**src/rtl/fifo_wr_arbiter.sv**
```systemverilog
// Round-robin arbiter sharing one fifo write port between NUM_REQ valid/ready requesters.
// One arbitration cycle per grant, then up to MAX_BURST writes; a full fifo stalls the owner without losing the grant.
module fifo_wr_arbiter #(
  parameter  int NUM_REQ   = 4,
  parameter  int WIDTH     = 8,
  parameter  int MAX_BURST = 4,
  localparam int IDW       = (NUM_REQ > 1) ? $clog2(NUM_REQ) : 1
) (
  input  logic                     clk,
  input  logic                     rst,
  input  logic [NUM_REQ-1:0]       req_valid,
  input  logic [NUM_REQ*WIDTH-1:0] req_data,
  output logic [NUM_REQ-1:0]       req_ready,
  input  logic                     full,
  output logic                     write_en,
  output logic [WIDTH-1:0]         data_in,
  output logic [IDW-1:0]           grant_id,
  output logic                     busy
);

  localparam int              CNTW      = $clog2(MAX_BURST + 1);
  localparam logic [CNTW-1:0] LAST_BEAT = CNTW'(MAX_BURST - 1);
  localparam logic [IDW-1:0]  LAST_ID   = IDW'(NUM_REQ - 1);

  typedef enum logic {IDLE, BURST} state_t;

  state_t          state, state_nxt;
  logic [IDW-1:0]  rr_ptr, rr_ptr_nxt;
  logic [IDW-1:0]  grant_nxt;
  logic [IDW-1:0]  rr_owner;
  logic [IDW-1:0]  owner_inc;
  logic [CNTW-1:0] burst_cnt, burst_cnt_nxt;
  logic            owner_valid;
  logic            transfer;

  // First valid requester searching upward from rr_ptr, wrapping at NUM_REQ.
  always_comb begin
    logic found;
    int   idx;
    found    = 1'b0;
    idx      = 0;
    rr_owner = rr_ptr;
    for (int k = 0; k < NUM_REQ; k++) begin
      idx = int'(rr_ptr) + k;
      if (idx >= NUM_REQ) idx = idx - NUM_REQ;
      if (!found && req_valid[idx]) begin
        found    = 1'b1;
        rr_owner = IDW'(idx);
      end
    end
  end

  assign owner_valid = req_valid[grant_id];
  assign owner_inc   = (grant_id == LAST_ID) ? '0 : grant_id + 1'b1;

  always_ff @(posedge clk) begin
    if (rst) begin
      state     <= IDLE;
      rr_ptr    <= '0;
      grant_id  <= '0;
      burst_cnt <= '0;
    end else begin
      state     <= state_nxt;
      rr_ptr    <= rr_ptr_nxt;
      grant_id  <= grant_nxt;
      burst_cnt <= burst_cnt_nxt;
    end
  end

  always_comb begin
    state_nxt     = state;
    rr_ptr_nxt    = rr_ptr;
    grant_nxt     = grant_id;
    burst_cnt_nxt = burst_cnt;
    case (state)
      IDLE: begin
        if (|req_valid) begin
          state_nxt     = BURST;
          grant_nxt     = rr_owner;
          burst_cnt_nxt = '0;
        end
      end
      BURST: begin
        if (transfer) burst_cnt_nxt = burst_cnt + 1'b1;
        // A stalled owner keeps the grant; only a dropped valid or the last beat rotates.
        if (!owner_valid || (transfer && burst_cnt == LAST_BEAT)) begin
          state_nxt  = IDLE;
          rr_ptr_nxt = owner_inc;
        end
      end
      default: state_nxt = IDLE;
    endcase
  end

  always_comb begin
    req_ready = '0;
    if (state == BURST && !rst && !full) req_ready[grant_id] = 1'b1;
    transfer = owner_valid & req_ready[grant_id];
    write_en = transfer;
    data_in  = req_data[int'(grant_id)*WIDTH +: WIDTH];
    busy     = (state == BURST);
  end

  a_no_overflow: assert property (@(posedge clk) disable iff (rst) write_en |-> !full);
  a_ready_onehot: assert property (@(posedge clk) $onehot0(req_ready));
  a_we_is_xfer: assert property (@(posedge clk) write_en == |(req_valid & req_ready));

endmodule

```
**config.mk**
```make
export PLATFORM = sky130hd
export DESIGN_NAME = fifo_wr_arbiter
export DESIGN_NICKNAME = d
export VERILOG_FILES = /design/src/rtl/fifo_wr_arbiter.sv
export SDC_FILE = /design/constraint.sdc
export NUM_CORES = 1
export LEC_CHECK = 0
export ABC_CLOCK_PERIOD_IN_PS = 2900
export CAP_MARGIN = 15
export CORE_ASPECT_RATIO = 0.7
export CORE_MARGIN = 2
export CORE_UTILIZATION = 35
export DETAILED_ROUTE_END_ITERATION = 16
export PLACE_DENSITY = 0.88
export SYNTH_ARGS = -nofsm -noshare
export SYNTH_HDL_FRONTEND = slang
export SYNTH_SLANG_ARGS = --single-unit
```
**constraint.sdc**
```tcl
create_clock -name clk -period 2.9 [get_ports clk]
set_input_delay 0.435 -clock clk [delete_from_list [all_inputs] [get_ports clk]]
set_output_delay 0.435 -clock clk [all_outputs]
set_load 0.05 [all_outputs]
```
* Yosys cells after proc, flatten, opt, wreduce, memory -nomap -nowiden *
Index checks and enable logic that the tools add are counted.

operators by class
  add/subtract/negate cells = 9
  order comparisons = 10
  equality and inequality tests = 4
  shifts and indexed selects = 1
  muxes and demuxes = 37
  bitwise operators = 2
  reductions and logical operators = 18

operators by type and width
  kind                                                  number
  < comparator 32 x 4 -> 1 bit (second input constant)  4
  two-way mux 32 bit                                    4
  indexed part select 32 x 6 -> 8 bit                   1
  two-way mux 1 bit                                     16
  binary-select mux 1 bit (select 2 bit)                6
  subtractor 3 x 3 -> 4 bit (second input constant)     3
  two-way mux 2 bit                                     5
  >= comparator 3 bit (second input constant)           3
  logical AND 1 bit                                     7
  adder 2 x 2 -> 3 bit (second input constant)          2
  zero test 1 bit                                       6
  two-way mux 3 bit                                     2
  one-hot mux 3 bit (2 select lines)                    1
  AND reduction 2 bit                                   3
  two-way mux 4 bit                                     1
  OR reduction 4 bit                                    1
  subtractor 2 x 3 -> 4 bit (second input constant)     1
  adder 2 x 1 -> 3 bit (second input constant)          1
  adder 3 x 1 -> 3 bit (second input constant)          1
  equality test 3 x 2 -> 1 bit (second input constant)  1
  >= comparator 2 x 3 -> 1 bit (second input constant)  1
  < comparator 2 x 3 -> 1 bit (second input constant)   1
  adder 2 x 1 -> 2 bit (second input constant)          1
  demux 1 bit (select 2 bit)                            1
  8 further kinds                                       8

storage, ports and cells
  register bits = 8
  output and inout bits = 16
  word-level logic and storage cells = 85

* Logic depth before layout (Yosys ltp) *
  depth after elaboration = 15
  gate-level depth with buffers = 7
  gate-level depth less buffers = 6

* Worst setup path before layout *
Ideal clock, no wire load.

  path type = reg-to-output
  from = register grant_id[0]
  to = output port write_en
  arrival = 2.279 ns
  data required time = 2.465 ns
  path slack = 0.186 ns
  cell stages (with the launch flop) = 7
  buffers on the path = 1
  path through = dfxtp_1 -> buf_2 -> inv_1 -> ha_1 -> mux4_2 -> nand3_2 -> inv_1

on the way
  word-level cells in the longest chain between the ends = 8
  elaborated cells on any way between the ends = 11
  those cells by class = 2 x order compare; 7 x mux; 1 x bitwise; 1 x reduce/logical

RTL lines
  element                                                                                            line  text
  start, declared                                                                                    17    output logic [IDW-1:0] grant_id,
  start signal, assigned                                                                             65    grant_id <= grant_nxt;
  < comparator 2 x 3 -> 1 bit (not written as such) or >= comparator 2 x 1 -> 1 bit (tied branches)  97    if (state == BURST && !rst && !full) req_ready[grant_id] = 1'b1;
  logical AND 1 bit (not written as such)                                                            97
  two-way mux 1 bit (not written as such)                                                            97
  demux 1 bit (select 2 bit)                                                                         97
  two-way mux 4 bit                                                                                  97
  binary-select mux 1 bit (select 2 bit)                                                             98    transfer = owner_valid & req_ready[grant_id];
  two-way mux 1 bit (not written as such)                                                            98
  AND 1 bit *                                                                                        98
  end, declared                                                                                      15    output logic write_en,

Mark *: on every way between the ends. The rest lies on a longest branch, timed or not. The select of a mux whose other input is x is not followed.

* Worst setup path after layout *
  from = register grant_id[1]
  to = output port write_en

The elaborated chain is that of the path after synthesis.

==> results.yml <==
clock_tree:
  ctsRootBufferMaster: "clkbuf_4"
  clk-insertion-delay-late_ns: 0.25
  ctsHtreeMaxLevel: 1
  clk_transition_reported_paths_ns: 0.05
  cts_resized: 0
  clock_tree_buf_depth: 2
  tritoncts.num_buffers: 3
  cts_setup_buffers: 0
  cts_num_sinks: 8
  cts_tree: "yes"
  cts_hold_buffers: 0
floorplan:
  floorplan.die.height_um: 43.9
  ioPinCount: 55
  coreArea_sq_um: 2150
  num_rows: 14
  fp.dieArea_sq_um: 2680
  effective_utilization_at_floorplan_pct: 37.0
  die_w_um: 61.0
placed_design:
  number_of_port_buffers: 54
  finalWeightedCongestion: 0.754
  place.detailed.hpwl_mm: 2.23
worst_setup_path:
  reg2reg_from: "grant_id[1]"
  cp.required_ns: 2.47
  crit_type: "register to output pin"
  startpoint_type: "register"
  worstReg2RegEnd: "burst_cnt[0]"
  worst_ep_arrival_time_ns: 2.30
  setup.reg_to_reg.worst_slack_ns: 0.67
  endpoint_class_of_the_critical_path: "output pin"
  timing.reg2reg.worst_path_depth: 6
  cp_max_fo: 15
grt:
  grt_max_degree: 16
  globalRoute.totalOverflow: 0
  global_route_wire_length_before_repair_mm: 4.20
  number_of_global_route_vias_before_repair: 881
  grt_util_all_layers_pct: 21.4
  grt_antenna_before_repair: 0
power_and_ir_drop:
  worst_vdd_ir_mv: 0.157
  power.density_cell_area_nw_per_um2: 324
  p_leak_nw: 0.532
  pnr_total_power_w: 0.000456
detailed_routing:
  detail-route-antenna-nets: 0
  vias: 830
  drt-vias-per-instance: 5.06
  post_route_wl_mm: 2.71
  detail_route.wl_per_cell_um: 16.5
  first_iter_violations: 35
  drcViolationCount: 0
  drt_pass1_iterations: 4
sta:
  slew_worst_pin_ns: 0.629
  min_period_ns: 2.73
  timing.fmax_mhz: 366
  timing_hold_violations_final: 0
  rsz0062_at_grt: "false"
  finalSetupViolations: 0
  clock-skew-final_ns: 0.00306
  total_negative_slack_ns: 0
  worst_slew_margin_rel_pct: 58.0
  final_max_slew_viol_count: 0
  min_period_over_period_pct: 94.2
hold_path:
  min_delay_worst_endpoint: "burst_cnt[0]"
  timing.hold.worst.start: "burst_cnt[0]"
  holdPathStages: 2
  hp-class: "register to register"
synth:
  synth-main-ff-cell: "dfxtp_1"
  synth_edf_count: 0
  synth_area_sq_um: 797
  yosys_warnings: 0
  register_bit_count_reported_by_yosys: 8
  syn-num-nets: 121
  synth.distinct_cells: 28
  synthCells: 76
  seq_total_area_yosys_pct: 20.1
  synthesis.area_per_instance_sq_um: 10.5
  post_synth_arst_share_pct: 0
final_layout:
  diodes: 0
  nets: 179
  filler_cell_count: 183
  growth_of_design_area_from_synthesis_to_finish_pct: 76.5
  fraction_of_final_layout_cells_sized_beyond_drive_strength_1_pct: 21.2
outcome:
  status: "completed"
flow_run:
  max_cap_violations: 0
[per-layer routing]
metal  vias to the layer above  GRT usage [%]  wire [um]
met3                         4           4.78         89
met5                         -              0          0
met1                       404           25.2       1040
met4                         0           4.35         37
met2                        24           39.6       1550
li1                        398              -          -
[per-stage QoR]
step / hold slack, ns / area [sq um] / worst slack, ns / instances / util [%]
after floorplan: 0.484 / 797 / 0.186 / 76 / -
after global placement: 0.538 / 1380 / 0.450 / 161 / 64.2
after detailed placement: 0.556 / 1380 / 0.390 / 161 / 64.2
after CTS: 0.567 / 1410 / 0.157 / 164 / 65.3
after global routing: 0.593 / 1410 / 0.0435 / 164 / 65.3
final: 0.571 / 1410 / 0.167 / 164 / 65.3
[synth_stat cells, types with 2 or more instances]
master,number,share of area (%)
mux2i_1,3,3.8
mux2_4,2,3.8
nor2b_1,4,3.1
nor2_2,2,1.6
inv_1,5,2.4
ha_1,6,9.4
o21ai_0,4,2.5
nor2_1,8,3.8
clkbuf_1,2,0.94
a21oi_1,2,1.3
nor3b_1,2,1.9
and2_1,4,3.1
dfxtp_1,8,20
mux4_2,10,28
[state kept, by name, indices dropped and copies added (netlist names)]
signal and flops:
burst_cnt 3, busy 1, rr_ptr 2, grant_id 2
[critical path, stage by stage, from the launching register on]
cell and delay (ns):
dfxtp_1 0.72, inv_1 0.15, ha_1 0.24, mux4_2 0.52, nand3_2 0.16, inv_1 0.07
buf_4 0.19
[worst max path at each step]
stage / start / to / slack, ns / depth (start not counted)
5_1_grt: grant_id[1] / write_en / 0.04 / 6
2_1_floorplan: grant_id[0] / write_en / 0.19 / 6
3_5_place_dp: req_data[19] / data_in[3] / 0.39 / 3
6_report: grant_id[1] / write_en / 0.17 / 6
4_1_cts: grant_id[1] / write_en / 0.16 / 6
3_3_place_gp: req_data[27] / data_in[3] / 0.45 / 3
[cell families (layout without fill, tap and decap cells)]
family | Yosys count | after routing | synth area share [%]
simple gates | 26 | 26 | 19.5
buf+inv | 9 | 65 | 4.40
flops | 8 | 8 | 20.1
fa+ha+maj | 6 | 6 | 9.42
compound gates | 12 | 12 | 10.8
mux | 15 | 15 | 35.8
[power by group]
group,switching [W],total (W),internal [W]
clock,0.0000360,0.0000833,0.0000472
combinational,0.000123,0.000244,0.000121
sequential,0.0000124,0.000128,0.000116
total,0.000172,0.000456,0.000284
[final cells by class]
| class | count | area [sq um] | area share, % |
|---|---|---|---|
| inverters | 5 | 18.8 | 1.33 |
| multi-input cells | 59 | 602 | 42.8 |
| flip-flops and latches | 8 | 160 | 11.4 |
| repair buffers | 57 | 563 | 40.0 |
| well taps | 32 | 40.0 | 2.85 |
| clock buffers | 3 | 22.5 | 1.60 |
[cell usage in the layout (no fill, tap or decap)]
master and count:
clkdlybuf4s50_1 49, mux4_2 10, nor2_1 8, dfxtp_1 8
buf_4 7, ha_1 6, inv_1 5, and2_1 4
o21ai_0 4, nor2b_1 4, mux2i_1 3, clkbuf_4 3
nor3b_1 2, a21oi_1 2, mux2_4 2, nor2_2 2
nor3b_2 1, nand3_2 1, nor4_1 1, nor3_1 1
o221ai_1 1, nor4bb_1 1, o2bb2ai_2 1, o21a_1 1
a2111o_1 1, o211ai_1 1, nand2_1 1, a31oi_1 1
buf_12 1
Note: power is estimated with default switching activity, not from simulation.
